--- config.mk ---
export PLATFORM = sky130hd
export DESIGN_NAME = foo_bayer_stats
export DESIGN_NICKNAME = d
export VERILOG_FILES = /design/src/rtl/foo_bayer_stats.sv
export SDC_FILE = /design/constraint.sdc
export NUM_CORES = 1
export LEC_CHECK = 0
export CORE_AREA = 5 5 170 204
export CTS_CLUSTER_SIZE = 20
export DETAILED_ROUTE_END_ITERATION = 7
export DIE_AREA = 0 0 175 209
export PLACE_DENSITY = 0.71
export SLEW_MARGIN = 40
export SYNTH_ARGS = -nofsm -noshare
export SYNTH_HDL_FRONTEND = slang
export SYNTH_SLANG_ARGS = --single-unit
--- constraint.sdc ---
create_clock -name i_CLK -period 3.95 [get_ports i_CLK]
set_input_delay 0.395 -clock i_CLK [delete_from_list [all_inputs] [get_ports i_CLK]]
set_output_delay 0.395 -clock i_CLK [all_outputs]
set_load 0.01 [all_outputs]
--- src/rtl/foo_bayer_stats.sv ---
// ---------------------------------------------------------------------------
// foo_bayer_stats
// Collects per-Bayer-channel frame statistics (sum and count of pedestal-
// subtracted pixels within the [pedestal, threshold] window). These feed gain
// calibration on the reader side of the foo correction path.
//
// Parameters
//   p_pix_bit   pixel width
//   p_acc_bit   per-channel sum width
//   p_cnt_bit   per-channel pixel-count width
//
// Ports
//   i_CLK                  clock, rising edge
//   i_RSTn                 asynchronous active-low reset
//   i_START                single-cycle frame-arm request (accepted in IDLE only)
//   i_ARR_TYPE             Bayer phase of pixel (0,0), captured on accepted start
//   i_VALID                pixel beat qualifier
//   i_SOL                  first pixel of a line (with i_VALID)
//   i_EOF                  last pixel of the frame (with i_VALID)
//   i_PIXEL                corrected pixel value
//   i_REG_FOO_PEDESTAL     black level
//   i_REG_FOO_THRES_BAYER  saturation threshold
//   i_RD_SEL               channel select for readout
//   o_BUSY                 frame in progress (ACCUM or FLUSH)
//   o_DONE                 single-cycle frame-complete pulse
//   o_SUM                  sum of selected channel
//   o_CNT                  count of selected channel
//   o_OVF                  sticky saturation flag for the frame
//
// State table
//   state    | meaning
//   ST_IDLE  | waiting for i_START; results held for readout
//   ST_ACCUM | accepting pixel beats until a valid EOF beat
//   ST_FLUSH | one cycle for the last beat to drain through the pipeline
// ---------------------------------------------------------------------------
module foo_bayer_stats #(
   parameter int p_pix_bit = 12,
   parameter int p_acc_bit = 32,
   parameter int p_cnt_bit = 24
) (
   input  logic                 i_CLK,
   input  logic                 i_RSTn,
   input  logic                 i_START,
   input  logic [1:0]           i_ARR_TYPE,
   input  logic                 i_VALID,
   input  logic                 i_SOL,
   input  logic                 i_EOF,
   input  logic [p_pix_bit-1:0] i_PIXEL,
   input  logic [p_pix_bit-1:0] i_REG_FOO_PEDESTAL,
   input  logic [p_pix_bit-1:0] i_REG_FOO_THRES_BAYER,
   input  logic [1:0]           i_RD_SEL,
   output logic                 o_BUSY,
   output logic                 o_DONE,
   output logic [p_acc_bit-1:0] o_SUM,
   output logic [p_cnt_bit-1:0] o_CNT,
   output logic                 o_OVF
);

   localparam logic [1:0] ST_IDLE  = 2'd0;
   localparam logic [1:0] ST_ACCUM = 2'd1;
   localparam logic [1:0] ST_FLUSH = 2'd2;

   // Adder width wide enough to hold either operand plus a carry, so the
   // clip test works even when the sum is narrower than a pixel.
   localparam int lp_w = ((p_acc_bit > p_pix_bit) ? p_acc_bit : p_pix_bit) + 1;
   localparam logic [p_acc_bit-1:0] lp_acc_max = {p_acc_bit{1'b1}};

   logic [1:0]           state;
   logic [1:0]           arr;
   logic                 row;
   logic                 col;
   logic                 done;
   logic                 ovf;

   logic                 s1_q;
   logic [1:0]           s1_ch;
   logic [p_pix_bit-1:0] s1_val;

   logic [p_acc_bit-1:0] sum [4];
   logic [p_cnt_bit-1:0] cnt [4];

   logic                 start_ok;
   logic                 beat;
   logic                 row_cur;
   logic                 col_cur;
   logic [1:0]           ch_cur;
   logic                 in_range;

   logic [lp_w-1:0]      add_a;
   logic [lp_w-1:0]      add_b;
   logic [lp_w-1:0]      add_ext;
   logic [lp_w-1:0]      max_ext;
   logic                 sum_clip;
   logic                 cnt_full;
   logic [p_acc_bit-1:0] sum_nxt;
   logic [p_cnt_bit-1:0] cnt_nxt;

   assign start_ok = i_START && (state == ST_IDLE);
   assign beat     = i_VALID && (state == ST_ACCUM);

   // An SOL beat resets the column and toggles the row before the channel
   // is formed, so the same beat also lands in the new line.
   assign row_cur  = i_SOL ? ~row : row;
   assign col_cur  = i_SOL ? 1'b0 : col;
   assign ch_cur   = {row_cur ^ arr[1], col_cur ^ arr[0]};
   assign in_range = (i_PIXEL >= i_REG_FOO_PEDESTAL) && (i_PIXEL <= i_REG_FOO_THRES_BAYER);

   always_comb begin
      add_a = '0;
      add_b = '0;
      max_ext = '0;
      add_a[p_acc_bit-1:0]   = sum[s1_ch];
      add_b[p_pix_bit-1:0]   = s1_val;
      max_ext[p_acc_bit-1:0] = lp_acc_max;
      add_ext  = add_a + add_b;
      sum_clip = (add_ext > max_ext);
      sum_nxt  = sum_clip ? lp_acc_max : add_ext[p_acc_bit-1:0];
      cnt_full = &cnt[s1_ch];
      cnt_nxt  = cnt_full ? cnt[s1_ch] : cnt[s1_ch] + 1'b1;
   end

   always_ff @(posedge i_CLK or negedge i_RSTn) begin
      if (!i_RSTn) begin
         state <= ST_IDLE;
         arr   <= 2'd0;
         row   <= 1'b0;
         col   <= 1'b0;
         done  <= 1'b0;
      end else begin
         done <= (state == ST_FLUSH);
         case (state)
            ST_IDLE: begin
               if (start_ok) begin
                  state <= ST_ACCUM;
                  arr   <= i_ARR_TYPE;
                  row   <= 1'b1;
                  col   <= 1'b0;
               end
            end
            ST_ACCUM: begin
               if (beat) begin
                  row <= row_cur;
                  col <= ~col_cur;
                  if (i_EOF) begin
                     state <= ST_FLUSH;
                  end
               end
            end
            ST_FLUSH: state <= ST_IDLE;
            default:  state <= ST_IDLE;
         endcase
      end
   end

   always_ff @(posedge i_CLK or negedge i_RSTn) begin
      if (!i_RSTn) begin
         s1_q   <= 1'b0;
         s1_ch  <= 2'd0;
         s1_val <= '0;
      end else begin
         s1_q <= beat && in_range;
         if (beat) begin
            s1_ch  <= ch_cur;
            s1_val <= i_PIXEL - i_REG_FOO_PEDESTAL;
         end
      end
   end

   always_ff @(posedge i_CLK or negedge i_RSTn) begin
      if (!i_RSTn) begin
         for (int i = 0; i < 4; i++) begin
            sum[i] <= '0;
            cnt[i] <= '0;
         end
         ovf <= 1'b0;
      end else if (start_ok) begin
         for (int i = 0; i < 4; i++) begin
            sum[i] <= '0;
            cnt[i] <= '0;
         end
         ovf <= 1'b0;
      end else if (s1_q) begin
         sum[s1_ch] <= sum_nxt;
         cnt[s1_ch] <= cnt_nxt;
         if (sum_clip || cnt_full) begin
            ovf <= 1'b1;
         end
      end
   end

   assign o_BUSY = (state == ST_ACCUM) || (state == ST_FLUSH);
   assign o_DONE = done;
   assign o_OVF  = ovf;
   assign o_SUM  = sum[i_RD_SEL];
   assign o_CNT  = cnt[i_RD_SEL];

endmodule
# Word-level counts from Yosys, hierarchy flattened
# Cells that the tools add are included.
totals:
  reg_bits: 247
  elab_cells: 92
classes:
  magnitude_cmp: 6
  n_addsub: 3
  bitwise_logic: 6
  n_mux: 39
  eq_ne: 5
  n_reduce_logical: 16
ops:
  columns: ["operator", "count"]
  rows:
  - ["2-to-1 mux 128 bit", 2]
  - ["2-to-1 mux 32 bit", 6]
  - ["2-to-1 mux 96 bit", 2]
  - ["2-to-1 mux 24 bit", 6]
  - ["binary-select mux 32 bit (select 2 bit)", 2]
  - ["bitwise mux 128 bit", 1]
  - ["binary-select mux 24 bit (select 2 bit)", 2]
  - ["bitwise mux 96 bit", 1]
  - ["demux 32 bit (select 2 bit)", 1]
  - ["demux 24 bit (select 2 bit)", 1]
  - ["adder 32 x 12 -> 33 bit", 1]
  - ["> comparator 33 x 32 -> 1 bit (second input constant)", 1]
  - ["adder 24 x 1 -> 24 bit (second input constant)", 1]
  - ["AND reduction 24 bit", 1]
  - [">= comparator 12 bit", 1]
  - ["less-or-equal comparator 12 bit", 1]
  - ["subtractor 12 bit", 1]
  - ["2-to-1 mux 1 bit", 9]
  - [">= comparator 3 bit (second input constant)", 2]
  - ["2-to-1 mux 2 bit", 3]
  - ["inequality test 2 bit (second input constant)", 3]
  - ["inverter 2 -> 3 bit", 2]
  - ["AND reduction 3 bit", 2]
  - ["nonzero test 2 bit", 3]
  - ["11 further kinds", 20]

# Longest topological paths before layout
depth:
  ltp_word: 10
  depth_mapped: 17

# Least setup slack after synthesis
# OpenSTA, ideal clock, no wires.
synth_timing:
  path_kind: "register to register"
  start: "register s1_ch[0]"
  end: "register ovf, in the netlist o_OVF"
  stages_incl_launch_ff: 18
  setup_slack_ns: -0.349
  t_arrival_ns: 4.234
  path_cell_list: "dfrtp_1 -> buf_6 -> buf_12 -> buf_6 -> buf_2 -> buf_1 -> mux4_2 -> ha_1 -> clkbuf_1 -> and4_1 -> o211a_1 -> a21boi_0 -> o21ai_2 -> or2_1 -> buf_2 -> buf_4 -> a21boi_1 -> o21a_1"
synth_via:
  elab_chain_cells: 9
  elab_cells_between_ends: 13
  classes_between: "add/sub (1); order compare (1); mux (6); bitwise (1); reduce/logical (4)"
synth_rtl:
  columns: ["element", "line_no", "source"]
  rows:
  - ["start: declaration", "76", "logic [1:0] s1_ch;"]
  - ["start signal: assignment", "163", "s1_ch <= ch_cur;"]
  - ["inverter 2 -> 3 bit (not written as such) (*)", "112, 118", null]
  - ["binary-select mux 32 bit (select 2 bit)", "112", "add_a[p_acc_bit-1:0] = sum[s1_ch];"]
  - ["2-to-1 mux 32 bit (not written as such) (2 in series)", "112", null]
  - ["adder 32 x 12 -> 33 bit", "115", "add_ext = add_a + add_b;"]
  - ["> comparator 33 x 32 -> 1 bit", "116", "sum_clip = (add_ext > max_ext);"]
  - ["logical OR 1 bit (*)", "185", "if (sum_clip || cnt_full) begin"]
  - ["nonzero test 2 bit (no source line) (*)", null, null]
  - ["AND reduction 2 bit (no source line) (*)", null, null]
  - ["end signal: assignment", "175", "ovf <= 1'b0;"]
  - ["end signal: assignment", "181", "ovf <= 1'b0;"]
  - ["end signal: assignment", "186", "ovf <= 1'b1;"]
  - ["end: declaration", "73", "logic ovf;"]
# Every way passes the cells marked *; elsewhere a longest branch is shown, timed or not. The select of a mux whose other input is x is not followed.
# A chain may end at the register's enable or synchronous reset.

# Worst setup path after layout
layout_timing:
  start: "register s1_ch[0]"
  end: "register sum[19] (netlist bit)"
layout_via:
  elab_chain_cells: 10
  elab_cells_between_ends: 15
  classes_between: "add/sub (1); order compare (3); mux (9); bitwise (1); reduce/logical (1)"
layout_rtl:
  columns: ["element", "line_no", "source"]
  rows:
  - ["inverter 2 -> 3 bit (not written as such) (*)", "112, 183", null]
  - ["binary-select mux 32 bit (select 2 bit)", "112", null]
  - ["2-to-1 mux 32 bit (not written as such) (2 in series)", "112", null]
  - ["adder 32 x 12 -> 33 bit", "115", null]
  - ["> comparator 33 x 32 -> 1 bit", "116", null]
  - ["2-to-1 mux 32 bit", "117", "sum_nxt = sum_clip ? lp_acc_max : add_ext[p_acc_bit-1:0];"]
  - ["bitwise mux 128 bit (*)", "183", "sum[s1_ch] <= sum_nxt;"]
  - ["2-to-1 mux 128 bit (*)", "182", "end else if (s1_q) begin"]
  - ["2-to-1 mux 128 bit (*)", "176", "end else if (start_ok) begin"]
  - ["end signal: indexed assignment", "183", null]
  - ["end: declaration", "79", "logic [p_acc_bit-1:0] sum [4];"]
# Marks and branches as above.

==> results.ini <==
[clock_network]
numCtsBuffers = 27
htreeDepth = 1
cts.sinks = 247
cts_tree = built
cts-root-buf = clkbuf_16
clk_path_buf_depth = 3
cts.clk_slew.worst_paths_ns = 0.06
clk-insertion-delay-late_ns = 0.54

[critical_path]
timing.rr.end = sum[19]
reg2reg_slack_ns = 0.39
reg2reg_from = s1_ch[0]
critPathLaunchType = flop
critPathKind = reg -> reg
crit_fanout = 16
reg2regPathDepth = 12
crit_path_end_kind = flop
cp.arrival_ns = 3.94
cp.required_ns = 4.32

[logic_synthesis]
syn_area_per_cell_um2 = 11.1
synthCells = 1293
syn_area_mm2 = 0.0144
synth-xor-area-share = 0.0313
yosys.area_share.adder = 0.0384
ys.warnings.count = 0
synth_nets = 1382
ys_types = 82
synth_edf_count = 0
synthFlopType = dfrtp_1
ys_ff_latch = 247
synthMuxAreaShare = 0.186
synth_seq_area_share = 0.429
synthArstFlopShare = 1.00
synth_compound_area_frac = 0.160
synth_top_family_by_area = multiplexers
synth-simple-area-share = 0.113

[power]
finalPower_mw = 7.66
peakVddDrop_v = 0.000447
p_leak_nw = 7.25
powerDensity_mw_per_mm2 = 451

[cells_and_area]
num_antenna_cells = 0
syn_to_final_growth_pct = 17.9
fin_area_mm2 = 0.0170
fin_cells = 1821
nets = 1477
fin_util = 0.519
layout-drive-gt1-share = 0.159
fillers = 2916

[placement]
gp_congestion = 0.891
io_buffers = 104
place_inst = 1769
place_hpwl_mm = 26.6
dpl_cell_area_mm2 = 0.0160
post-place-ws_ns = 0.138

[global_route]
grt_max_degree = 104
track_usage = 0.219
grt_pass1_wl_mm = 64.5
grt_pass1_vias = 11700
grt-ovfl-total = 0
antenna_found_initial = 0

[routing]
avgViaCountPerCell = 6.15
ant_nets = 0
totalWireLength_mm = 40.1
wl_per_cell_um = 22.0
vias = 11200
first_pass_iters = 5
drtIter0Drc = 1090
drc = 0

[floorplanning]
coreArea_mm2 = 0.0327
start_util = 0.440
placementRows = 73
fp.dieH_um = 209
dieArea_mm2 = 0.0366
pin_count = 105
dieWidth_um = 175

[worst_hold_path]
min_path_type = in -> async

[sta]
setup_viol = 0
hold_slack_ns = 0.313
worst_slew_pin_slew_ns = 0.794
skew_ns = 0.0245
slew_viol_final = 0
fmax_mhz = 281
fin_crit_sh = 0.902
tns_ns = 0
rsz0062_at_grt = false
finalHoldViolCount = 0
period_minus_slack_ns = 3.56
fin_ws_ns = 0.389
relSlewSlack = 0.470

[job]
maxCapViolations = 0

[outcome]
status = finished clean

[worst max-delay path, stage by stage (launching register included)]
cell and delay (ns):
dfrtp_4 0.62, mux4_2 0.54, ha_1 0.22, inv_1 0.07, fa_1 0.20, nor2b_1 0.08
o31ai_1 0.34, a21boi_1 0.21, o21ai_2 0.30, nor2_1 0.09, buf_4 0.20, nor3_1 0.37
o21ai_0 0.15
[how the worst max path moves through the flow]
stage | startpoint | end | slack [ns] | depth (start not counted)
3_3_place_gp | i_PIXEL[0] | s1_q | 0.31 | 11
6_report | s1_ch[0] | sum[19] | 0.39 | 12
3_5_place_dp | i_PIXEL[0] | s1_q | 0.14 | 11
5_1_grt | s1_ch[0] | sum[19] | 0.09 | 12
4_1_cts | s1_ch[0] | sum[117] | 0.23 | 12
2_1_floorplan | s1_ch[0] | sum[118] | 0.01 | 15
[sequential cells by signal, indices dropped and copies added (netlist names)]
| name | cells |
|---|---|
| s1_q | 1 |
| o_DONE | 1 |
| arr | 2 |
| state | 2 |
| sum | 128 |
| s1_val | 12 |
| col | 1 |
| s1_ch | 2 |
| o_OVF | 1 |
| cnt | 96 |
| row | 1 |
[cell usage after synthesis (4+ instances only)]
cell type      count  share of area
clkbuf_1          51          0.013
dlygate4sd1_1      4         0.0024
mux2_2             4         0.0031
dfrtp_1          247           0.43
nor3_1            16         0.0056
nand2_1          218          0.057
o21ai_0          153          0.053
o211ai_1           5         0.0026
buf_6              9         0.0070
mux4_1            16          0.029
and4_1             7         0.0043
ha_1              41          0.036
nor2b_1           10         0.0043
o2111ai_1          4         0.0024
a22o_1            80          0.049
buf_2              5         0.0017
nand4_1            6         0.0026
inv_1             41          0.011
nand3_1           18         0.0063
xnor2_1           28          0.017
nor2_1            46          0.012
or3_1              5         0.0022
o21a_1            11         0.0057
o21ai_1           23         0.0080
buf_1              8         0.0021
mux2i_1            4         0.0028
xor2_1            16         0.0097
a21o_1             5         0.0026
a211oi_1           6         0.0031
a21oi_1           23         0.0080
o31ai_1            5         0.0026
and2_1             5         0.0022
mux4_2            93           0.15
and3_1             7         0.0030
a31oi_1            5         0.0022
[metal layers]
metal	up-vias	share of wire	track usage
met5	-	0	0
met4	0	0.027	0.0626
met3	82	0.068	0.0304
met2	460	0.51	0.387
met1	5666	0.39	0.282
li1	4998	-	-
[final cells by class]
cell class	count	area, µm²	area share
clock buffer	43	826	0.0486
clock inverter	7	98.8	0.00582
inverter	41	154	0.00906
multi-input combinational	922	7680	0.452
sequential	247	6190	0.364
tap	412	515	0.0303
timing repair buffer	149	1520	0.0897
[power by group]
group          leakage [nW]  total, mW  internal, mW  switching, mW
sequential             3.41       2.87          2.68          0.189
combinational          3.38       2.19         0.806           1.38
clock                 0.451       2.60          1.56           1.04
[repair_timing]
| action | 4_1_cts | 5_1_grt |
|---|---|---|
| hold endpoints to repair | 100 | 0 |
| hold buffers | 1 | 0 |
| buffers inserted | 0 | 0 |
| setup endpoints to repair | 0 | 11 |
| gates resized for setup | 0 | 1 |
[cell families (layout without fill, tap and decap cells)]
logic type / after synthesis / count (layout)
AO/OA/AOI/OAI: 353 / 353
buffers and inverters: 124 / 240
multiplexers: 121 / 121
adder cells (fa/ha/maj): 43 / 43
XOR/XNOR: 48 / 48
flip-flops: 247 / 247
AND/OR/NAND/NOR: 357 / 357
[cell usage in the layout (no fill, tap or decap), types with 9 or more instances in the layout]
| cell | n |
|---|---|
| dfrtp_1 | 245 |
| nand2_1 | 218 |
| o21ai_0 | 153 |
| clkdlybuf4s50_1 | 101 |
| mux4_2 | 93 |
| a22o_1 | 80 |
| nor2_1 | 46 |
| inv_1 | 41 |
| ha_1 | 41 |
| buf_4 | 34 |
| xnor2_1 | 28 |
| clkbuf_16 | 27 |
| o21ai_1 | 23 |
| a21oi_1 | 21 |
| nand3_1 | 18 |
| mux4_1 | 16 |
| xor2_1 | 16 |
| nor3_1 | 14 |
| o21a_1 | 11 |
| nor2b_1 | 10 |
| buf_12 | 10 |
| clkbuf_8 | 9 |
No activity file was read; power rests on OpenSTA's default activity.
